<file path="config.mk">
export PLATFORM = sky130hd
export DESIGN_NAME = run_length_detector_mc
export DESIGN_NICKNAME = d
export VERILOG_FILES = /design/src/rtl/run_length_detector_mc.sv
export SDC_FILE = /design/constraint.sdc
export NUM_CORES = 1
export LEC_CHECK = 0
export CAP_MARGIN = 5
export CORE_MARGIN = 8
export CORE_UTILIZATION = 50
export DETAILED_ROUTE_END_ITERATION = 12
export PLACE_DENSITY = 0.77
export SYNTH_ARGS = -nofsm -noshare
export SYNTH_HDL_FRONTEND = slang
export SYNTH_SLANG_ARGS = --single-unit
</file>
<file path="constraint.sdc">
create_clock -name clk -period 3.2 [get_ports clk]
set_input_delay 0.64 -clock clk [delete_from_list [all_inputs] [get_ports clk]]
set_output_delay 0.64 -clock clk [all_outputs]
set_load 0.01 [all_outputs]
</file>
<file path="src/rtl/run_length_detector_mc.sv">
// Per-channel detector for runs of consecutive 1s on serial bit lanes.
// Exact or at-least threshold match with saturating run counters.
module run_length_detector_mc #(
  parameter int CHANNELS = 4,
  parameter int CNT_W    = 4
) (
  input  logic                      clk,
  input  logic                      rst_n,
  input  logic                      clear,
  input  logic                      mode,
  input  logic [CNT_W-1:0]          thresh,
  input  logic                      in_valid,
  input  logic [CHANNELS-1:0]       in_data,
  output logic [CHANNELS-1:0]       hit,
  output logic [CHANNELS-1:0]       hit_pulse,
  output logic [CHANNELS*CNT_W-1:0] run_len
);

  typedef enum logic [1:0] {
    IDLE,
    COUNT,
    HIT,
    OVER
  } state_t;

  localparam logic [CNT_W-1:0] RUN_MAX = '1;
  localparam logic [CNT_W-1:0] RUN_ONE = CNT_W'(1);

  state_t              state_q [CHANNELS];
  state_t              state_d [CHANNELS];
  logic [CNT_W-1:0]    run_q   [CHANNELS];
  logic [CNT_W-1:0]    run_d   [CHANNELS];
  logic [CNT_W-1:0]    run_inc [CHANNELS];
  logic [CHANNELS-1:0] pulse_q;
  logic [CHANNELS-1:0] pulse_d;

  always_ff @(posedge clk) begin
    if (!rst_n || clear) begin
      for (int c = 0; c < CHANNELS; c++) begin
        state_q[c] <= IDLE;
        run_q[c]   <= '0;
      end
      pulse_q <= '0;
    end else begin
      for (int c = 0; c < CHANNELS; c++) begin
        state_q[c] <= state_d[c];
        run_q[c]   <= run_d[c];
      end
      pulse_q <= pulse_d;
    end
  end

  // run counter saturates instead of wrapping
  always_comb begin
    for (int c = 0; c < CHANNELS; c++) begin
      run_inc[c] = (run_q[c] == RUN_MAX) ? RUN_MAX : run_q[c] + RUN_ONE;
    end
  end

  always_comb begin
    pulse_d = '0;
    for (int c = 0; c < CHANNELS; c++) begin
      state_d[c] = state_q[c];
      run_d[c]   = run_q[c];
      if (in_valid) begin
        if (!in_data[c] || thresh == '0) begin
          state_d[c] = IDLE;
          run_d[c]   = '0;
        end else begin
          unique case (state_q[c])
            IDLE: begin
              run_d[c]   = RUN_ONE;
              state_d[c] = (thresh == RUN_ONE) ? HIT : COUNT;
            end
            COUNT: begin
              run_d[c]   = run_inc[c];
              state_d[c] = (run_inc[c] == thresh) ? HIT : COUNT;
            end
            HIT, OVER: begin
              run_d[c]   = run_inc[c];
              state_d[c] = OVER;
            end
            default: begin
              run_d[c]   = '0;
              state_d[c] = IDLE;
            end
          endcase
        end
        pulse_d[c] = (state_d[c] == HIT);
      end
    end
  end

  // mode feeds hit combinationally so it can change at any time
  always_comb begin
    hit     = '0;
    run_len = '0;
    for (int c = 0; c < CHANNELS; c++) begin
      hit[c] = (state_q[c] == HIT) |
               (mode & (state_q[c] == OVER));
      run_len[c*CNT_W +: CNT_W] = run_q[c];
    end
  end

  assign hit_pulse = pulse_q;

endmodule

</file>
==> impl_metrics.env, run 1 <==
export IMPL_status="finished clean"
export IMPL_vias_per_cell=6.03
export IMPL_place_congestion=0.873
export IMPL_cp_start_kind="input port"
export IMPL_synth_top_area_share_pct=29.1
export IMPL_cts_num_sinks=28
export IMPL_peakVddDrop_v=0.000298
export IMPL_n_antenna_cell=0
export IMPL_hold_viol=0
export IMPL_pre_cts_ws_ps=491
export IMPL_slew_viol_final=0
export IMPL_core_area_um2=3690
export IMPL_period_minus_slack_ps=2610
export IMPL_drive_above_1_share_pct=6.14
export IMPL_syn_to_final_growth_pct=23.7
export IMPL_path_buf_inv=3
export IMPL_wl_mm=5.09
export IMPL_synthArstFlopShare_pct=0
export IMPL_die_area_um2=6090
export IMPL_critPathMaxStageDelay_ps=580
export IMPL_netlist_area_um2=1920
export IMPL_p_per_area_nw_per_um2=298
export IMPL_yosysUniqueCellTypes=49
export IMPL_avgSynthCellArea_um2=7.85
export IMPL_cts_made_buffers=3
export IMPL_worstPathCellList="clkdlybuf4s50_1, inv_1, a21boi_0, clkdlybuf4s50_1"
export IMPL_num_vias=1961
export IMPL_yosys_area_share_simple_pct=21.7
export IMPL_drv_cap=0
export IMPL_synth_commonest_cells="dfxtp_1 (28), a21oi_1 (25), nand2_1 (24)"
export IMPL_finalWorstSetupSlack_ps=592
export IMPL_cts_tree="done"
export IMPL_grt_pass1_wl_mm=8.25
export IMPL_use_met1_pct=22.2
export IMPL_drt_pass1_iterations=4
export IMPL_critPathSlowestCell="clkdlybuf4s50_1"
export IMPL_syn_num_nets=262
export IMPL_cpMostUsedCell="clkdlybuf4s50_1"
export IMPL_synth_xor_area_share_pct=7.28
export IMPL_skew_ps=2.18
export IMPL_crit_type="in2out"
export IMPL_post_cts_buffers=0
export IMPL_htree_levels=1
export IMPL_synthMuxAreaShare_pct=1.56
export IMPL_synth_most_common_cell="dfxtp_1"
export IMPL_min_path_type="reg2reg"
export IMPL_insertion_delay_ps=280
export IMPL_synth_main_ff_cell="dfxtp_1"
export IMPL_drcViolationCount=0
export IMPL_floorplan_initialDensity_pct=52.2
export IMPL_clk_pin_slew_worst_paths_ps=100
export IMPL_post_cts_resized=0
export IMPL_timing_rr_start="run_q[2][0]"
export IMPL_top_usage_layer="met2"
export IMPL_place_area_um2=2320
export IMPL_worstMarginPinSlew_ps=588
export IMPL_rows=22
export IMPL_ant_nets=0
export IMPL_cp_data_required_time_ps=2560
export IMPL_timing_slew_headroom_pct=60.8
export IMPL_leakagePower_nw=0.801
export IMPL_syn_inst=245
export IMPL_dieWidth_um=78.0
export IMPL_hp_start="run_q[2][1]"
export IMPL_grt_max_degree=16
export IMPL_clk_path_buf_depth=2
export IMPL_fin_crit_sh_pct=81.5
export IMPL_cp_startpoint="mode"
export IMPL_ys_warn_count=0
export IMPL_yosysTopAreaCell="dfxtp_1"
export IMPL_die_h_um=78.0
export IMPL_crit_path_max_fanout=4
export IMPL_grt_use_total_pct=16.0
export IMPL_use_met2_pct=24.6
export IMPL_rsz0062_at_grt="false"
export IMPL_synth_compound_area_share_pct=32.2
export IMPL_r2r_slack_ps=1190
export IMPL_seq_area_frac_synth_pct=29.1
export IMPL_fin_area_um2=2380
export IMPL_synth_top_family_by_area="compound AO/OA/AOI/OAI gates"
export IMPL_synth_area_top_cells="dfxtp_1 (29%), a21oi_1 (6.5%), nand2_1 (4.7%)"
export IMPL_endpoint_kind="primary output"
export IMPL_setup_violations=0
export IMPL_nNetsFinal=295
export IMPL_arrival_ps=1970
export IMPL_grt_remaining_overflow=0
export IMPL_antenna_found_initial=0
export IMPL_ys_ff_latch=28
export IMPL_critPathTopFamily="buffers and inverters"
export IMPL_max_clock_freq_mhz=383
export IMPL_grt_pass1_vias=1719
export IMPL_met3_usage_pct=3.76
export IMPL_drt_iter0_drc=162
export IMPL_cts_root_buf="clkbuf_8"
export IMPL_synth_edff_count=0
export IMPL_io_pins=37
export IMPL_hpwl_mm=3.80
export IMPL_cts_hold_buffers=0
export IMPL_io_buffers=36
export IMPL_synth_fa_ha_area_share_pct=2.60
export IMPL_setup_tns_ps=0
export IMPL_routedWlPerCell_um=15.6
-- state kept, by name (all words and copies together), names as in the netlist --
register,flops
run_q,16
state_q,8
hit_pulse,4
-- layer usage --
metal	part of all wire, %	wire length, um
met3	6.5	331
met2	45	2270
met1	48	2450
met5	0	0
met4	0.49	25
-- logic make-up after synthesis --
group | Yosys count
buffers and inverters | 23
adders and majority gates | 4
muxes | 3
AOI/OAI and AO/OA | 96
DFF | 28
and+or+nand+nor | 75
xor gates and xnor gates | 16
-- final timing paths --
path                       end  depth (start not counted)
hold reg to reg    run_q[2][1]                          2
hold / removal     run_q[2][1]                          2
setup / recovery        hit[3]                          4
setup reg to reg  hit_pulse[2]                          5
-- where the power goes --
group	total [mW]	internal [mW]	leakage (nW)	switching, mW
registers	0.365	0.354	0.227	0.0106
logic	0.119	0.0542	0.545	0.0647
clock network	0.226	0.110	0.0288	0.116
total	0.710	0.519	0.801	0.191
-- cell usage in the layout (no fill, tap or decap), types with 2 or more instances in the layout --
| master | instances |
|---|---|
| clkdlybuf4s50_1 | 36 |
| dfxtp_1 | 28 |
| a21oi_1 | 25 |
| nand2_1 | 24 |
| o21ai_0 | 14 |
| o21ai_1 | 13 |
| a211oi_1 | 9 |
| xor2_1 | 8 |
| nor2_1 | 8 |
| xnor2_1 | 8 |
| nand3_1 | 8 |
| buf_4 | 8 |
| inv_1 | 6 |
| and3_1 | 6 |
| o211ai_1 | 6 |
| nand2b_1 | 6 |
| nor2b_1 | 4 |
| nor3_1 | 4 |
| o2111ai_1 | 4 |
| ha_1 | 4 |
| clkbuf_8 | 4 |
| a21boi_0 | 3 |
| nand3b_1 | 3 |
| nand4bb_1 | 3 |
| a32oi_1 | 3 |
| a31oi_1 | 3 |
| mux2i_1 | 3 |
| or4_1 | 3 |
| o311ai_1 | 3 |
| or3_1 | 2 |
| o21a_1 | 2 |
-- layout make-up --
type | instances | area, um^2
Clock buffer | 4 | 55.1
Fill cell | 346 | 1310
Inverter | 7 | 26.3
Sequential cell | 28 | 561
Multi-Input combinational cell | 194 | 1260
Tap cell | 48 | 60.1
Timing Repair Buffer | 44 | 420
-- stage by stage --
stage	power [mW]	hold slack (ps)	util (%)	instances
2_1_floorplan	0.446	492	-	245
3_3_place_gp	0.489	503	63.0	321
3_5_place_dp	0.490	504	63.0	321
4_1_cts	0.715	521	64.5	325
5_1_grt	0.747	550	64.5	325
6_report	0.710	517	64.5	325
-- worst reg2reg max path: stages, from the launching register on --
cell and delay, ps:
dfxtp_1 460, ha_1 320, and3_1 260, a32oi_1 150
or4_1 540, a211oi_1 200
(Power assumes the default switching activity.)
==> run 2, diff against run 1 <==
- CORE_UTILIZATION: 50 -> 47
- PLACE_DENSITY: 0.77 -> 0.76
- clock period: 3.2 -> 2.3 ns (I/O delays scaled with it)
==> run 2 against run 1 <==
Net effect: cell count rose by 3.4%; sequential share of layout area fell by 0.93 points; core utilization fell by 2.1 points; clock power rose by 42%; hold slack barely moved; first-iteration DRC count fell by 28%; via count rose by 1.1%; global-route usage rose by 0.30 points.
==> impl_metrics.env, run 2 (synthesis results as in run 1) <==
export IMPL_ant_nets=0
export IMPL_die_area_um2=6400
export IMPL_io_buffers=36
export IMPL_timing_rr_start="run_q[2][0]"
export IMPL_setup_tns_ps=0
export IMPL_grt_pass1_wl_mm=8.54
export IMPL_syn_to_final_growth_pct=28.7
export IMPL_cp_data_required_time_ps=1840
export IMPL_most_common_layout_cells="clkdlybuf4s50_1 (35), dfxtp_1 (28), a21oi_1 (25), nand2_1 (24), buf_4 (15)"
export IMPL_fin_cells=336
export IMPL_r2r_end="hit_pulse[2]"
export IMPL_swShare_pct=27.3
export IMPL_htree_levels=1
export IMPL_cts_hold_buffers=0
export IMPL_cp_start_kind="input port"
export IMPL_grt_use_total_pct=16.3
export IMPL_status="finished clean"
export IMPL_grt_max_degree=19
export IMPL_core_area_um2=3970
export IMPL_finalWorstSetupSlack_ps=86.0
export IMPL_fin_crit_sh_pct=96.3
export IMPL_max_clock_freq_mhz=452
export IMPL_p_per_area_nw_per_um2=409
export IMPL_r2r_slack_ps=220
export IMPL_dieWidth_um=80.0
export IMPL_cts_num_sinks=28
export IMPL_leakagePower_nw=0.870
export IMPL_final_core_util_pct=62.4
export IMPL_drive_above_1_share_pct=9.09
export IMPL_grt_pass1_vias=1874
export IMPL_io_pins=37
export IMPL_worstPathCellList="clkdlybuf4s50_1, inv_1, a21boi_0, clkdlybuf4s50_1"
export IMPL_drt_pass1_iterations=4
export IMPL_drv_cap=0
export IMPL_num_vias=1982
export IMPL_die_h_um=80.0
export IMPL_arrival_ps=1750
export IMPL_place_congestion=0.871
export IMPL_insertion_delay_ps=280
export IMPL_place_area_um2=2420
export IMPL_p_seq_share_pct=50.0
export IMPL_crit_path_max_fanout=4
export IMPL_crit_type="in2out"
export IMPL_critPathCapture="hit[2]"
export IMPL_slew_viol_final=0
export IMPL_clk_path_buf_depth=2
export IMPL_pwr_share_clk_pct=31.8
export IMPL_fin_area_um2=2480
export IMPL_n_antenna_cell=0
export IMPL_drt_iter0_drc=117
export IMPL_largest_register="run_q"
export IMPL_placed_cells=332
export IMPL_cts_made_buffers=3
export IMPL_rsz0062_at_grt="false"
export IMPL_period_minus_slack_ps=2210
export IMPL_routedWlPerCell_um=15.6
export IMPL_cpMostUsedCell="clkdlybuf4s50_1"
export IMPL_power_switching_mw=0.277
export IMPL_hpwl_mm=3.80
export IMPL_grt_remaining_overflow=0
export IMPL_layout_commonest_cell="clkdlybuf4s50_1"
export IMPL_pwr_share_comb_pct=18.2
export IMPL_n_fill_cell=361
export IMPL_rows=23
export IMPL_hold_viol=0
export IMPL_rr_worst_depth=6
export IMPL_vias_per_cell=5.90
export IMPL_endpoint_kind="primary output"
export IMPL_p_int_mw=0.737
export IMPL_drcViolationCount=0
export IMPL_skew_ps=3.73
export IMPL_clk_pin_slew_worst_paths_ps=100
export IMPL_nNetsFinal=304
export IMPL_whs_ps=517
export IMPL_wl_mm=5.23
export IMPL_critPathMaxStageDelay_ps=570
export IMPL_cts_tree="done"
export IMPL_timing_slew_headroom_pct=71.4
export IMPL_peakVddDrop_v=0.000492
export IMPL_largest_reg_flops=16
export IMPL_min_path_type="reg2reg"
export IMPL_floorplan_initialDensity_pct=48.5
export IMPL_cp_startpoint="mode"
export IMPL_pre_cts_ws_ps=-30.4
export IMPL_critPathSlowestCell="clkdlybuf4s50_1"
export IMPL_setup_violations=0
export IMPL_worstMarginPinSlew_ps=423
export IMPL_antenna_found_initial=0
export IMPL_power_mw=1.01
export IMPL_cts_root_buf="clkbuf_8"
## run 2: changes by cell type in the layout (fill, tap and decap cells not counted), sizes merged
cell / before / now
clkdlybuf4s50: 36 / 35
dlymetal6s2s: 0 / 1
buf: 8 / 17
## run 2: worst min path at each step
stage	from	endpoint	slack (ps)	cells after the start
floorplan	state_q[2][0]	state_q[2][0]	490	2
global placement	run_q[2][1]	run_q[2][1]	500	2
detailed placement	run_q[2][1]	run_q[2][1]	510	2
CTS	run_q[0][1]	run_q[0][1]	520	2
global route	run_q[0][1]	run_q[0][1]	540	2
finish	run_q[0][1]	run_q[0][1]	520	2
## run 2: worst max-delay path, delay by kind of cell
kind,cells,cell delay [ps]
AOI/OAI and AO/OA,1,200
buffers and inverters,3,1100
## run 2: area by class of cell
class / instances / area (um^2) / area share [%]
multi-input cells: 194 / 1260 / 50.8
inverters: 7 / 26.3 / 1.06
clock buffers: 4 / 55.1 / 2.22
flip-flops and latches: 28 / 561 / 22.6
repair buffers: 53 / 515 / 20.8
well taps: 50 / 62.6 / 2.53
## run 2: layer usage
layer  wire, um  vias up  part of all wire (%)  global-route usage, %
met2       2340       75                    45                   26.4
met3        508        4                   9.7                   5.07
met5          0        -                     0                      0
met1       2350      897                    45                   20.1
met4         39        0                  0.75                   4.73
li1           -     1006                     -                      -
## run 2: what timing repair did
item / CTS / global route
buffers inserted: 0 / 0
endpoints found under the setup margin: 0 / 1
hold endpoints to repair: 0 / 0
resized for setup: 0 / 1
## run 2: power groups by stage
| stage | Combinational, mW | Sequential [mW] | Clock (mW) |
|---|---|---|---|
| floorplan | 0.105 | 0.515 | 0 |
| global placement | 0.181 | 0.517 | 0 |
| detailed placement | 0.182 | 0.518 | 0 |
| CTS | 0.184 | 0.506 | 0.331 |
| global route | 0.201 | 0.509 | 0.347 |
| finish | 0.184 | 0.507 | 0.322 |
